File: src/rtl/muldiv_unit.sv
// Iterative RV32M multiply/divide unit: one shift-add or restoring-divide step per cycle,
// with results presented in register-file write-port form (result, rd_out, wb_we).
module muldiv_unit #(
    parameter int XLEN = 32
) (
    input  logic            clk,
    input  logic            rst,
    input  logic            start,
    input  logic            kill,
    input  logic [2:0]      funct3,
    input  logic [XLEN-1:0] op_a,
    input  logic [XLEN-1:0] op_b,
    input  logic [4:0]      rd_in,
    output logic            busy,
    output logic            done,
    output logic [XLEN-1:0] result,
    output logic [4:0]      rd_out,
    output logic            wb_we,
    output logic [1:0]      dbg_state
);

    // Handshake: start is sampled only in IDLE or DONE (and only without kill); the core
    // holds the request while busy is high. done pulses for one cycle with result/rd_out valid.
    localparam int CNT_W = $clog2(XLEN) + 1;

    typedef enum logic [1:0] {
        S_IDLE = 2'd0,
        S_BUSY = 2'd1,
        S_DONE = 2'd2
    } state_t;

    state_t state_q, state_d;

    logic [2:0]        f3_q, f3_d;
    logic [4:0]        rd_q, rd_d;
    logic [CNT_W-1:0]  cnt_q, cnt_d;
    logic              neg_q, neg_d;
    logic [XLEN-1:0]   opnd_q, opnd_d;
    logic [2*XLEN-1:0] acc_q, acc_d;
    logic [XLEN-1:0]   result_q, result_d;

    logic              accept;
    logic              last_step;
    logic              a_signed, b_signed, sign_a, sign_b;
    logic [XLEN-1:0]   mag_a, mag_b;
    logic              div_zero, div_ovf, special;
    logic [XLEN-1:0]   special_val;

    logic [XLEN:0]     mul_addend, mul_sum;
    logic [2*XLEN-1:0] mul_next;
    logic [XLEN:0]     rem_sh, rem_diff;
    logic              q_bit;
    logic [XLEN-1:0]   rem_new;
    logic [2*XLEN-1:0] div_next;
    logic [2*XLEN-1:0] step_acc;
    logic [2*XLEN-1:0] prod_fix;
    logic [XLEN-1:0]   div_val, div_fix, final_val;

    assign accept    = start && !kill && (state_q == S_IDLE || state_q == S_DONE);
    assign last_step = (cnt_q == CNT_W'(XLEN - 1));

    // Operand decode at accept: signedness, magnitudes and the no-iteration special cases.
    always_comb begin
        a_signed = (funct3 == 3'd1) || (funct3 == 3'd2) || (funct3 == 3'd4) || (funct3 == 3'd6);
        b_signed = (funct3 == 3'd1) || (funct3 == 3'd4) || (funct3 == 3'd6);
        sign_a   = a_signed && op_a[XLEN-1];
        sign_b   = b_signed && op_b[XLEN-1];
        mag_a    = sign_a ? -op_a : op_a;
        mag_b    = sign_b ? -op_b : op_b;
        div_zero = (op_b == '0);
        div_ovf  = ((funct3 == 3'd4) || (funct3 == 3'd6))
                   && (op_a == {1'b1, {(XLEN-1){1'b0}}}) && (op_b == '1);
        special  = funct3[2] && (div_zero || div_ovf);
        if (div_zero) begin
            special_val = funct3[1] ? op_a : '1;
        end else begin
            special_val = funct3[1] ? '0 : op_a;
        end
    end

    // One iteration step for both datapaths; the op latched at accept picks which is used.
    always_comb begin
        mul_addend = acc_q[0] ? {1'b0, opnd_q} : '0;
        mul_sum    = {1'b0, acc_q[2*XLEN-1:XLEN]} + mul_addend;
        mul_next   = {mul_sum, acc_q[XLEN-1:1]};

        rem_sh     = {acc_q[2*XLEN-1:XLEN], acc_q[XLEN-1]};
        rem_diff   = rem_sh - {1'b0, opnd_q};
        q_bit      = !rem_diff[XLEN];
        rem_new    = q_bit ? rem_diff[XLEN-1:0] : rem_sh[XLEN-1:0];
        div_next   = {rem_new, acc_q[XLEN-2:0], q_bit};

        step_acc   = f3_q[2] ? div_next : mul_next;
    end

    // Sign fix-up of the final step's value, selected into the write-back word.
    always_comb begin
        prod_fix = neg_q ? -step_acc : step_acc;
        div_val  = f3_q[1] ? step_acc[2*XLEN-1:XLEN] : step_acc[XLEN-1:0];
        div_fix  = neg_q ? -div_val : div_val;
        if (f3_q[2]) begin
            final_val = div_fix;
        end else if (f3_q[1:0] == 2'd0) begin
            final_val = prod_fix[XLEN-1:0];
        end else begin
            final_val = prod_fix[2*XLEN-1:XLEN];
        end
    end

    always_comb begin
        f3_d     = f3_q;
        rd_d     = rd_q;
        cnt_d    = cnt_q;
        neg_d    = neg_q;
        opnd_d   = opnd_q;
        acc_d    = acc_q;
        result_d = result_q;
        if (accept) begin
            f3_d   = funct3;
            rd_d   = rd_in;
            cnt_d  = '0;
            neg_d  = (funct3 == 3'd6) ? sign_a : (sign_a ^ sign_b);
            opnd_d = funct3[2] ? mag_b : mag_a;
            acc_d  = {{XLEN{1'b0}}, (funct3[2] ? mag_a : mag_b)};
            if (special) begin
                result_d = special_val;
            end
        end else if (state_q == S_BUSY && !kill) begin
            acc_d = step_acc;
            cnt_d = cnt_q + CNT_W'(1);
            if (last_step) begin
                result_d = final_val;
            end
        end
    end

    always_ff @(posedge clk or negedge rst) begin
        if (!rst) begin
            f3_q     <= '0;
            rd_q     <= '0;
            cnt_q    <= '0;
            neg_q    <= 1'b0;
            opnd_q   <= '0;
            acc_q    <= '0;
            result_q <= '0;
        end else begin
            f3_q     <= f3_d;
            rd_q     <= rd_d;
            cnt_q    <= cnt_d;
            neg_q    <= neg_d;
            opnd_q   <= opnd_d;
            acc_q    <= acc_d;
            result_q <= result_d;
        end
    end

    always_ff @(posedge clk or negedge rst) begin
        if (!rst) begin
            state_q <= S_IDLE;
        end else begin
            state_q <= state_d;
        end
    end

    // kill overrides everything, including a start presented in the same cycle.
    always_comb begin
        state_d = state_q;
        case (state_q)
            S_IDLE: begin
                if (accept) begin
                    state_d = special ? S_DONE : S_BUSY;
                end
            end
            S_BUSY: begin
                if (kill) begin
                    state_d = S_IDLE;
                end else if (last_step) begin
                    state_d = S_DONE;
                end
            end
            S_DONE: begin
                if (kill) begin
                    state_d = S_IDLE;
                end else if (accept) begin
                    state_d = special ? S_DONE : S_BUSY;
                end else begin
                    state_d = S_IDLE;
                end
            end
            default: state_d = S_IDLE;
        endcase
    end

    always_comb begin
        busy      = (state_q == S_BUSY);
        done      = (state_q == S_DONE);
        wb_we     = (state_q == S_DONE) && (rd_q != 5'd0);
        dbg_state = state_q;
    end

    assign result = result_q;
    assign rd_out = rd_q;

endmodule
File: config.mk
export PLATFORM = sky130hd
export DESIGN_NAME = muldiv_unit
export DESIGN_NICKNAME = d
export VERILOG_FILES = /design/src/rtl/muldiv_unit.sv
export SDC_FILE = /design/constraint.sdc
export NUM_CORES = 1
export LEC_CHECK = 0
export BUFFER_PORTS_ARGS = -buffer_cell sky130_fd_sc_hd__buf_2
export CORE_ASPECT_RATIO = 0.5
export CORE_UTILIZATION = 25
export CTS_BUF_LIST = sky130_fd_sc_hd__clkbuf_4 sky130_fd_sc_hd__clkbuf_8
export DETAILED_ROUTE_END_ITERATION = 10
export SYNTH_ARGS = -nofsm -noshare
export SYNTH_HDL_FRONTEND = slang
export SYNTH_SLANG_ARGS = --single-unit
File: constraint.sdc
create_clock -name clk -period 6.2 [get_ports clk]
set_clock_uncertainty 0.05 [all_clocks]
set_input_delay 0.62 -clock clk [delete_from_list [all_inputs] [get_ports clk]]
set_output_delay 0.62 -clock clk [all_outputs]
set_load 0.02 [all_outputs]
* After elaboration in Yosys (flattened, before gate mapping)
Cells that the tools add are included.
Word-level totals: input bits 76, register bits 145, word-level logic and storage cells 86, output and inout port bits 42
Cells by class: add/subtract/negate cells 7, bitwise gates (word level) 1, reduce and logical (&&, ||, !) cells 27, multiplexer cells 31, equality and inequality tests 12
Operators with widths (count):
- 2-to-1 mux 32 bit | 17
- 2-to-1 mux 64 bit | 4
- negation 32 bit | 3
- equality test 32 bit (second input constant) | 2
- negation 64 bit | 1
- adder 32 x 32 -> 33 bit | 1
- subtractor 33 x 32 -> 33 bit | 1
- logical NOT 32 bit | 1
- 2-to-1 mux 2 bit | 6
- 2-to-1 mux 6 bit | 2
- logical AND 1 bit | 9
- logical OR 1 bit | 8
- adder 6 x 1 -> 6 bit (second input constant) | 1
- equality test 3 bit (second input constant) | 2
- equality test 6 x 5 -> 1 bit (second input constant) | 1
- case mux 2 bit (3 select lines) | 1
- nonzero test 5 bit | 1
- logical NOT 2 bit | 2
- nonzero test 2 bit | 2
- equality test 3 x 1 -> 1 bit (second input constant) | 1
- equality test 3 x 2 -> 1 bit (second input constant) | 1
- inequality test 3 x 2 -> 1 bit (second input constant) | 1
- AND reduction 3 bit | 1
- equality test 2 x 1 -> 1 bit (second input constant) | 1
- other kinds (7) | 8

* Depth between registers and ports, before layout
depth after elaboration 10, mapped depth 24, depth with buffers taken out 21

* Worst setup path before layout
OpenSTA, ideal clock, no wires.
kind reg2reg, start reg acc_q[31], end reg result_q[4] (netlist: result[4]), library setup time 0.121 ns, setup slack 0.394 ns, path buffers 3, period minus slack after synthesis 5.806 ns, cell stages (with the launch flop) 24, required time 6.029 ns, arrival 5.635 ns, cells stage by stage dfrtp_1 -> inv_1 -> ha_1 -> inv_1 -> fa_1 -> a211oi_1 -> o211ai_1 -> and3_2 -> o211ai_4 -> a211oi_4 -> buf_6 -> clkbuf_1 -> mux2i_1 -> ha_1 -> o21ai_1 -> or4b_1 -> clkbuf_1 -> nor3_1 -> nand2_1 -> or3_1 -> a32o_1 -> a2111oi_0 -> o21ai_1 -> a22o_1
Between the ends: word-level cells in the longest chain between the ends 10, elaborated cells on any way between the ends 14, classes of those cells add/sub (3); mux (10); reduce/logical (1)
Ends and longest elaborated chain:
- start, declared | RTL line 39 | logic [2*XLEN-1:0] acc_q, acc_d;
- start signal, assigned | RTL line 144 | acc_q <= '0;
- start signal, assigned | RTL line 152 | acc_q <= acc_d;
- subtractor 33 x 32 -> 33 bit | RTL line 88 | rem_diff = rem_sh - {1'b0, opnd_q};
- 2-to-1 mux 32 bit or logical NOT 1 bit (tied branches) | RTL line 90, 89
- 2-to-1 mux 64 bit * | RTL line 93 | step_acc = f3_q[2] ? div_next : mul_next;
- negation 64 bit or 2-to-1 mux 32 bit (tied branches) | RTL line 98, 99
- 2-to-1 mux 64 bit or negation 32 bit (tied branches) | RTL line 98, 100
- 2-to-1 mux 32 bit, on equally long branches | RTL line 103, 100
- 2-to-1 mux 32 bit * | RTL line 101 | if (f3_q[2]) begin
- 2-to-1 mux 32 bit * | RTL line 131 | if (last_step) begin
- 2-to-1 mux 32 bit * | RTL line 128 | end else if (state_q == S_BUSY && !kill) begin
- 2-to-1 mux 32 bit * | RTL line 118 | if (accept) begin
- end signal, assigned | RTL line 153 | result_q <= result_d;
- end, declared | RTL line 40 | logic [XLEN-1:0] result_q, result_d;
Mark *: on every way between the ends. The rest lies on a longest branch, timed or not. The select of a mux whose other input is x is not followed. A chain may end at the register's enable or synchronous reset.

* Final worst setup path
start reg acc_q[0], end reg result_q[30] (netlist: result[30])
Between the ends: word-level cells in the longest chain between the ends 10, elaborated cells on any way between the ends 13, classes of those cells add/sub (3); mux (10)
Ends and longest elaborated chain:
- 2-to-1 mux 32 bit | RTL line 83 | mul_addend = acc_q[0] ? {1'b0, opnd_q} : '0;
- adder 32 x 32 -> 33 bit | RTL line 84 | mul_sum = {1'b0, acc_q[2*XLEN-1:XLEN]} + mul_addend;
- 2-to-1 mux 64 bit * | RTL line 93
- negation 64 bit or 2-to-1 mux 32 bit (tied branches) | RTL line 98, 99
- 2-to-1 mux 64 bit or negation 32 bit (tied branches) | RTL line 98, 100
- 2-to-1 mux 32 bit, on equally long branches | RTL line 103, 100
- 2-to-1 mux 32 bit * | RTL line 101
- 2-to-1 mux 32 bit * | RTL line 131
- 2-to-1 mux 32 bit * | RTL line 128
- 2-to-1 mux 32 bit * | RTL line 118
Marks and branches as above.

==> impl_metrics.sql <==
INSERT INTO impl_metrics (metric_group, metric, value, unit) VALUES
('outcome', 'run_status', 'finished clean', ''),
('cts', 'path_clk_slew', '0.11', 'ns'),
('synthesis', 'synth-edff-count', '0', ''),
('die', 'die_x', '388', 'µm'),
('setup_path', 'critical_path_required', '6.55', 'ns'),
('place', 'placed_cells_incl_taps', '3576', ''),
('synthesis', 'async_flop_share', '100', '%'),
('die', 'coreArea', '0.0735', 'mm²'),
('cts', 'clock_sink_total', '145', ''),
('synthesis', 'synth.distinct_cells', '113', ''),
('drt', 'route.final.wire_length', '92500', 'µm'),
('sta', 'grt_setup_unrepaired', 'no', ''),
('drt', 'route.detailed.wl_per_inst', '25.6', 'µm'),
('cts', 'clock-root-buffer', 'clkbuf_8', ''),
('synthesis', 'post-synth-top-count-cell', 'nand2_1', ''),
('die', 'rows', '70', ''),
('sta', 'timing_worst_slew_pin_value', '1.15', 'ns'),
('synthesis', 'synth-warning-count', '0', ''),
('final_layout', 'multi_input_area', '0.0140', 'mm²'),
('min_path', 'min_to', 'rd_out[0]', ''),
('synthesis', 'synth_seq_cells', '145', ''),
('power', 'total_power', '10.2', 'mW'),
('place', 'gp_routability_congestion', '1.03', ''),
('die', 'floorplan.die.height', '195', 'µm'),
('drt', 'vias_per_cell', '5.93', ''),
('final_layout', 'final_area', '0.0207', 'mm²'),
('grt', 'grt_first_pass_wirelength', '135000', 'µm'),
('setup_path', 'worst-r2r-cell-count', '15', ''),
('final_layout', 'final_cells', '3611', ''),
('die', 'design.die.area', '0.0758', 'mm²'),
('synthesis', 'post_syn_area_per_cell', '7.20', 'µm²'),
('setup_path', 'critical_path.reg2reg.endpoint', 'result[30]', ''),
('synthesis', 'synth.top_cells.by_count', 'nand2_1, nor2_1, a21oi_1', ''),
('place', 'placement.cell_area', '0.0203', 'mm²'),
('power', 'cellPowerDensity', '492', 'mW/mm²'),
('power', 'leakage_component_of_the_power', '8.27', 'nW'),
('power', 'irDropWorstVdd', '0.327', 'mV'),
('sta', 'post-route-period-util', '93.6', '%'),
('sta', 'finalSetupTns', '0', 'ns'),
('cts', 'cts_buf_count', '17', ''),
('synthesis', 'yosys.area.top_type', 'dfrtp_1', ''),
('sta', 'slew_viol_final', '0', ''),
('sta', 'finalSetupViolCount', '0', ''),
('drt', 'detail_route.iter0.violations', '2734', ''),
('synthesis', 'synthesis.nets', '2741', ''),
('final_layout', 'final-seq-area', '0.00363', 'mm²'),
('setup_path', 'timing.critical_path.from_type', 'flop', ''),
('run', 'maxCapViolCount', '0', ''),
('setup_path', 'critPathKind', 'reg2reg', ''),
('min_path', 'timing.hold.worst.start', 'rd_in[0]', ''),
('synthesis', 'synth.top_cells.by_area', 'dfrtp_1, a21oi_1, nand2_1', ''),
('sta', 'fmax', '172', 'MHz'),
('cts', 'max-clock-path-buffers', '2', ''),
('setup_path', 'regToRegSetupSlack', '0.40', 'ns'),
('min_path', 'timing.hold.worst.class', 'in2reg', ''),
('grt', 'initial_antenna_violation_count', '8', ''),
('synthesis', 'synth_area', '0.0187', 'mm²'),
('synthesis', 'synth.top_cell.area_share', '19.4', '%'),
('final_layout', 'drive_above_1_share', '12.5', '%'),
('grt', 'gr-usage-all-layers', '23.8', '%'),
('setup_path', 'reg2reg_from', 'acc_q[0]', ''),
('grt', 'grt_overflow_total', '0', ''),
('sta', 'timing.max_slew.rel_slack', '21.1', '%'),
('grt', 'first_global_vias', '19417', ''),
('synthesis', 'synthFlopType', 'dfrtp_1', ''),
('final_layout', 'area.growth.synth_to_final', '11.2', '%'),
('grt', 'largest_net_degree_at_the_start_of_global_routing', '84', ''),
('cts', 'clock_insertion_delay_worst_skew', '0.55', 'ns'),
('sta', 'post-route-min-period', '5.80', 'ns'),
('synthesis', 'synth_cells', '2593', ''),
('sta', 'timing_hold_violations_final', '0', '');
==> how the worst max path moves through the flow <==
| stage | from | endpoint | slack, ns | depth (start not counted) |
|---|---|---|---|---|
| after CTS | acc_q[31] | result[24] | 0.30 | 21 |
| after floorplan | acc_q[31] | result[4] | 0.39 | 23 |
| after global routing | acc_q[31] | result[26] | 0.09 | 22 |
| after global placement | acc_q[31] | result[14] | 0.40 | 21 |
| final | acc_q[0] | result[30] | 0.40 | 15 |
| after detailed placement | acc_q[31] | result[24] | 0.34 | 21 |
==> area by class of cell <==
type	instances	share of cell area (%)
Multi-Input combinational cell	2177	67.3
Sequential cell	145	17.5
Timing Repair Buffer	199	5.91
Tap cell	972	5.86
Inverter	86	1.56
Clock buffer	19	1.20
Clock inverter	12	0.646
Antenna cell	1	0.0121
==> repair_timing <==
action | CTS | global route
setup endpoints to repair | 0 | 8
endpoints found under the hold margin | 38 | 0
setup buffers | 0 | 2
resized for setup | 0 | 1
hold buffers | 1 | 0
==> per-layer routing <==
metal | track usage, % | vias to the layer above | share of wire (%) | routed length [µm]
li1 | - | 9695 | - | -
met1 | 32.9 | 10479 | 44 | 40300
met2 | 35.6 | 1092 | 43 | 39400
met3 | 6.07 | 130 | 11 | 9740
met4 | 8.02 | 8 | 3.3 | 3090
met5 | 0 | - | 0.048 | 44
==> report_power, final <==
group / leakage [nW] / internal, mW / total, mW / switching, mW
sequential: 1.89 / 1.16 / 1.55 / 0.386
clock: 0.181 / 0.364 / 0.829 / 0.465
combinational: 6.20 / 2.58 / 7.82 / 5.23
total: 8.27 / 4.11 / 10.2 / 6.08
==> kinds of logic (layout without fill, tap and decap cells) <==
logic type / after synthesis / after routing / synth area share (%)
AND/OR/NAND/NOR: 954 / 954 / 24.9
AO/OA/AOI/OAI: 912 / 912 / 32.7
buffers and inverters: 271 / 316 / 5.98
XOR/XNOR: 151 / 151 / 7.09
flip-flops: 145 / 145 / 19.4
multiplexers: 87 / 87 / 4.99
adder cells (fa/ha/maj): 73 / 73 / 4.96
other: 0 / 1 / 0
==> placed cells by master, fill, tap and decap left out, types with 13 or more instances in the layout <==
cell type  Yosys  final
or3_1         29     29
and2_1        23     22
o21ai_0      212    212
xor2_1        52     52
a21o_1        21     21
a31oi_1       32     32
a22o_1        18     18
o211ai_1      67     67
nor4_1        19     19
buf_2         25    115
nand2_1      289    288
inv_1         83     83
or2_2         13     13
buf_4          6     81
and3_1        16     16
nand4_1       51     51
o31ai_1       38     38
nand2b_1      19     18
clkbuf_8       0     17
nor2b_1       22     21
a211oi_1      24     24
dfrtp_1      145    142
nand3_1       57     57
nor3_1        91     90
o21a_1        23     23
xnor2_1       99     99
nor2_1       261    258
mux2_2        17     17
mux2i_1       66     66
o211a_1       15     15
ha_1          70     70
a21oi_1      257    257
==> registers in the layout (all words and copies together) (netlist names) <==
register   cells
acc_q         64
f3_q           3
dbg_state      2
neg_q          1
rd_out         5
result        32
opnd_q        32
cnt_q          6
==> metrics by stage <==
stage          worst slack, ns  hold slack (ns)  utilization [%]
2_1_floorplan            0.394            0.274                -
3_3_place_gp             0.397            0.416             27.7
3_5_place_dp             0.335            0.421             27.7
4_1_cts                  0.302            0.169             28.2
5_1_grt                 0.0933            0.212             28.2
6_report                 0.397            0.203             28.2
==> critical path: stages (launching register included) <==
cell,delay (ns)
dfrtp_1,0.41
inv_1,0.58
nor2_1,0.13
ha_1,0.62
nand4_1,0.19
o22ai_1,0.31
nor2_1,0.15
a211o_1,0.39
o31ai_1,0.60
mux2i_1,0.31
o221ai_1,0.30
or4b_4,0.67
or2_4,0.29
o41ai_4,0.36
xnor2_1,0.18
o211ai_2,0.09
Note: power is estimated with default switching activity, not from simulation.
